[config.mk]
export PLATFORM = sky130hd
export DESIGN_NAME = input_arbiter
export DESIGN_NICKNAME = d
export VERILOG_FILES = /design/src/rtl/input_arbiter.sv
export SDC_FILE = /design/constraint.sdc
export NUM_CORES = 1
export LEC_CHECK = 0
export CELL_PAD_IN_SITES_DETAIL_PLACEMENT = 1
export CELL_PAD_IN_SITES_GLOBAL_PLACEMENT = 2
export CORE_MARGIN = 4
export CORE_UTILIZATION = 35
export CTS_CLUSTER_DIAMETER = 60
export CTS_CLUSTER_SIZE = 24
export DETAILED_ROUTE_END_ITERATION = 8
export PLACE_DENSITY_LB_ADDON = 0.3
export SYNTH_ARGS = -nofsm -noshare
export SYNTH_HDL_FRONTEND = slang
export SYNTH_SLANG_ARGS = --single-unit
export TNS_END_PERCENT = 50
[constraint.sdc]
create_clock -name clk -period 2.9 [get_ports clk]
set_clock_uncertainty 0.2 [all_clocks]
set_input_delay 0.58 -clock clk [delete_from_list [all_inputs] [get_ports clk]]
set_output_delay 0.58 -clock clk [all_outputs]
set_load 0.02 [all_outputs]
[src/rtl/input_arbiter.sv]
// Merges keyboard and UART byte streams into one tagged FIFO read by the CPU.
// Define KBD_PRIORITY_EN for fixed keyboard priority instead of round-robin.
module input_arbiter #(
  parameter int unsigned DEPTH = 8,
  parameter int unsigned AW    = 3
) (
  input  logic       clk,
  input  logic       reset,
  input  logic [7:0] kbd_data,
  input  logic       kbd_valid,
  output logic       kbd_ready,
  input  logic [7:0] uart_data,
  input  logic       uart_valid,
  output logic       uart_ready,
  input  logic       cpu_addr,
  input  logic       cpu_rd,
  output logic [7:0] cpu_rdata,
  output logic       irq
);

  localparam int unsigned EW = 9;
  localparam int unsigned CW = AW + 1;

  logic [EW-1:0] mem [DEPTH];
  logic [AW-1:0] wr_ptr;
  logic [AW-1:0] rd_ptr;
  logic [CW-1:0] count;
  logic [CW-1:0] count_nxt;
  logic [EW-1:0] head;
  logic [EW-1:0] wr_entry;
  logic [7:0]    rdata_nxt;
  logic          full;
  logic          empty;
  logic          almost_full;
  logic          grant_kbd;
  logic          grant_uart;
  logic          push;
  logic          pop;
`ifndef KBD_PRIORITY_EN
  logic          last_grant;
`endif

  assign full        = (count == CW'(DEPTH));
  assign almost_full = (count == CW'(DEPTH - 1));
  assign empty       = (count == '0);
  assign head        = mem[rd_ptr];

  // Grant: readies stay low in reset and whenever the FIFO is full.
  always_comb begin
    grant_kbd  = 1'b0;
    grant_uart = 1'b0;
    if (!reset && !full) begin
`ifdef KBD_PRIORITY_EN
      grant_kbd  = kbd_valid;
      grant_uart = uart_valid & ~kbd_valid;
`else
      grant_kbd  = kbd_valid  & (~uart_valid | last_grant);
      grant_uart = uart_valid & (~kbd_valid  | ~last_grant);
`endif
    end
  end

  assign kbd_ready  = grant_kbd;
  assign uart_ready = grant_uart;
  assign push       = grant_kbd | grant_uart;
  assign pop        = cpu_rd & cpu_addr & ~empty;
  assign wr_entry   = grant_uart ? {1'b1, uart_data} : {1'b0, kbd_data};

  always_comb begin
    count_nxt = count;
    case ({push, pop})
      2'b10:   count_nxt = count + CW'(1);
      2'b01:   count_nxt = count - CW'(1);
      default: count_nxt = count;
    endcase
  end

  // Read mux: STATUS is side-effect free, DATA on empty returns zero.
  always_comb begin
    rdata_nxt = cpu_rdata;
    if (cpu_rd) begin
      if (cpu_addr) begin
        rdata_nxt = pop ? head[7:0] : 8'h00;
      end else begin
        rdata_nxt = {head[8] & ~empty, 4'b0000, almost_full, full, ~empty};
      end
    end
  end

  always_ff @(posedge clk) begin
    if (reset) begin
      wr_ptr     <= '0;
      rd_ptr     <= '0;
      count      <= '0;
      cpu_rdata  <= 8'h00;
      irq        <= 1'b0;
`ifndef KBD_PRIORITY_EN
      last_grant <= 1'b1;
`endif
    end else begin
      if (push) begin
        wr_ptr     <= wr_ptr + AW'(1);
`ifndef KBD_PRIORITY_EN
        last_grant <= grant_uart;
`endif
      end
      if (pop) begin
        rd_ptr <= rd_ptr + AW'(1);
      end
      count     <= count_nxt;
      cpu_rdata <= rdata_nxt;
      irq       <= (count_nxt != '0);
    end
  end

  // Storage needs no reset; only pointers define validity.
  always_ff @(posedge clk) begin
    if (push) begin
      mem[wr_ptr] <= wr_entry;
    end
  end

endmodule

==> results by group, run 1 <==
Status
  • Run status: finished clean

Logic synthesis
  • Multiplexer share of the synthesized area: 0.157
  • Library cells used by synthesis: 48
  • Synth Warn #: 0
  • Post-synthesis compound-gate area fraction: 0.0394
  • Synth area leaders: edfxtp_1 (55%), dfxtp_1 (12%), mux4_2 (10%)
  • Post-synth EDFFs: 72
  • Synth area leader: edfxtp_1
  • Synth Area in Adders: 0.0159
  • Post-Synth Simple-Gate Area: 0.0798
  • Post-synthesis async set-or-reset flop share: 0
  • Post-Syn Instances: 236
  • Cell Area, Synth: 3940 um^2
  • Post-Syn Area per Cell: 16.7 um^2
  • Register bit total from synthesis: 95
  • Combinational family with the most area after synthesis: multiplexers
  • Synth Flop Type: edfxtp_1
  • Post-synthesis xor/xnor area fraction: 0.0153
  • Syn Nets: 263
  • Sequential share of the synthesized area: 0.666
  • Post-synth top area share: 0.549

Worst setup path
  • Crit Path Category: flop to flop
  • CP arrival: 2.72 ns
  • Cell chain of the critical path: or4_4 -> and3_4 -> ha_1 -> xor2_1 -> ha_1 -> a21oi_2 -> mux2i_1 -> xor2_1 -> a41oi_1
  • Crit. End Element: flop
  • Critical path buffers and inverters: 0
  • Startpoint types: flop
  • Worst reg-to-reg setup slack: 0.19 ns
  • Crit path max fanout: 4
  • Slowest cell on crit path: or4_4
  • Delay-heaviest family, CP: simple AND/OR/NAND/NOR gates
  • CP max stage delay: 0.57 ns
  • CP Data Required Time: 2.91 ns
  • Worst setup startpoint: count[1]
  • Reg-to-Reg Start: count[1]

Job
  • Max-cap viol count: 0

Drt
  • Drt via density: 4.97
  • 1st-pass router iterations: 4
  • Drt total wl: 8190 um
  • Average wire per standard cell: 18.8 um
  • DR DRC count: 0
  • Routed Antenna Nets: 0
  • Via count: 2164
  • DR iter-0 viols: 105

Power
  • Max IR drop VDD: 0.434 mV
  • Pwr/cell area: 697 nW/um^2
  • LEAKAGE: 1.65 nW

Finish
  • Commonest non-fill, non-tap cell in the layout: edfxtp_1
  • Most frequent cells in the layout: edfxtp_1 (72), clkdlybuf4s50_1 (30), buf_4 (26)
  • N_diodes: 0
  • Total Nets Final: 319
  • Syn-to-layout area delta: 23.8%
  • Fillcell total: 1098
  • Register Area: 2620 um^2
  • Multi-input gate area: 1220 um^2
  • Layout cell share with drive strength beyond 1: 0.237
  • Non-Filler Instances: 435

STA
  • Worst slew pin tran: 0.611 ns
  • Final setup fails: 0
  • RSZ-0062 raised after global routing: no
  • Fin crit share: 0.934
  • Final hold viol count: 0
  • Fmax: 0.369 GHz
  • Slew HR: 0.592
  • Final max-slew violation count: 0
  • Setup WS post-layout: 0.190 ns
  • Tmin final: 2.71 ns

Clocking
  • CTS tree: built
  • Clock buffer count from CTS: 9
  • CTS sink count: 95
  • Post-CTS setup buffers: 0
  • Clock Tree Buf Depth: 2
  • Clock root buffer: clkbuf_16
  • Clk_lat worst skew: 0.34 ns
  • Clock slew at reported path FFs: 0.06 ns
  • H-tree depth: 3

Placement
  • Placed Instances: 421
  • DP Wirelength: 5550 um
  • I/O Buffers: 32
  • Place WS: -0.167 ns
  • Final GP Congestion: 0.713

Global route
  • Largest net degree at the start of global routing: 18
  • GRT Total Usage: 0.138
  • Vias in the first global route: 2353
  • Antenna violations before repair: 0
  • Congestion Overflow GR: 0
  • First-pass GRT wire length: 13300 um

Min path
  • Hold_sp: cpu_rdata[6]
  • Worst hold path class: flop to flop

Floorplan
  • Total die area: 13000 um^2
  • Initial Utilization: 0.360
  • Core area: 10900 um^2
  • Ports: 33
  • Die Y: 114 um
  • Chip width: 114 um
  • # rows: 38
[worst min-delay path, delay by kind of cell, from the launching register on]
| family | cells | cell delay (ns) |
|---|---|---|
| flip-flops | 1 | 0.33 |
| AND/OR/NAND/NOR | 1 | 0.05 |
| AO/OA/AOI/OAI | 1 | 0.05 |
[sequential cells by signal, indices dropped and copies added, names as in the netlist, named ones only]
| name | cells |
|---|---|
| irq | 1 |
| cpu_rdata | 8 |
| rd_ptr | 3 |
| wr_ptr | 3 |
| mem | 72 |
| last_grant | 1 |
| count | 4 |
[through the flow]
stage                      util  hold WS [ns]  instance area (um^2)  total power (W)  TNS [ns]
after global placement    0.416         0.243                  4550          0.00214    -0.159
after floorplan               -         0.249                  3940          0.00197         0
after global routing      0.446         0.297                  4870          0.00356         0
after CTS                 0.445         0.271                  4870          0.00345         0
after detailed placement  0.416         0.248                  4550          0.00215    -0.326
final                     0.446         0.259                  4870          0.00340         0
[metal layers]
layer  up-vias  routed length (um)  GRT usage
met5         -                   0          0
met3         9                 284     0.0439
met4         0                 106     0.0396
met1      1097                3660      0.173
li1       1029                   -          -
met2        29                4130      0.231
[cells in the mapped netlist (3+ instances only)]
cell       n
dfxtp_1   23
mux2i_1   11
mux4_2    18
buf_2      4
o21ai_0    6
nor2_1    17
nand3_1    4
xor2_1     3
nand2_1   11
nand2b_1   3
mux2_1     8
ha_1       5
nor3_1     3
a21oi_1    6
edfxtp_1  72
buf_4      4
[cell type report]
| cell class | count | area share |
|---|---|---|
| Clock buffer | 9 | 0.0462 |
| Clock inverter | 5 | 0.0203 |
| Inverter | 3 | 0.00231 |
| Multi-Input combinational cell | 125 | 0.251 |
| Sequential cell | 95 | 0.538 |
| Tap cell | 140 | 0.0359 |
| Timing Repair Buffer | 58 | 0.106 |
[cell families after synthesis]
group,count (synthesis)
xor gates and xnor gates,6
adders and majority gates,5
AOI/OAI and AO/OA,22
muxes,38
DFF,95
and+or+nand+nor,54
buffers and inverters,16
[where the power goes]
group / internal [W] / leakage [nW] / switching [W] / total (W)
Combinational: 0.000271 / 0.647 / 0.000249 / 0.000520
Clock: 0.000827 / 0.159 / 0.000456 / 0.00128
Sequential: 0.00154 / 0.841 / 0.0000549 / 0.00159
Total: 0.00264 / 1.65 / 0.000760 / 0.00340
[final timing paths]
kind	to	cells after the start
setup / recovery	irq	9
hold / removal	cpu_rdata[6]	2
setup reg to reg	irq	9
hold reg to reg	cpu_rdata[6]	2
[what timing repair did]
action	in CTS	in global routing
gates resized for setup	1	2
hold buffers	0	0
setup endpoints to repair	1	2
(Power assumes the default switching activity.)
==> run 2: changes to the inputs <==
- SLEW_MARGIN: not set -> 40
==> results of run 2 <==
Same layout as run 1: the final DEF is identical, and so are final timing and power.
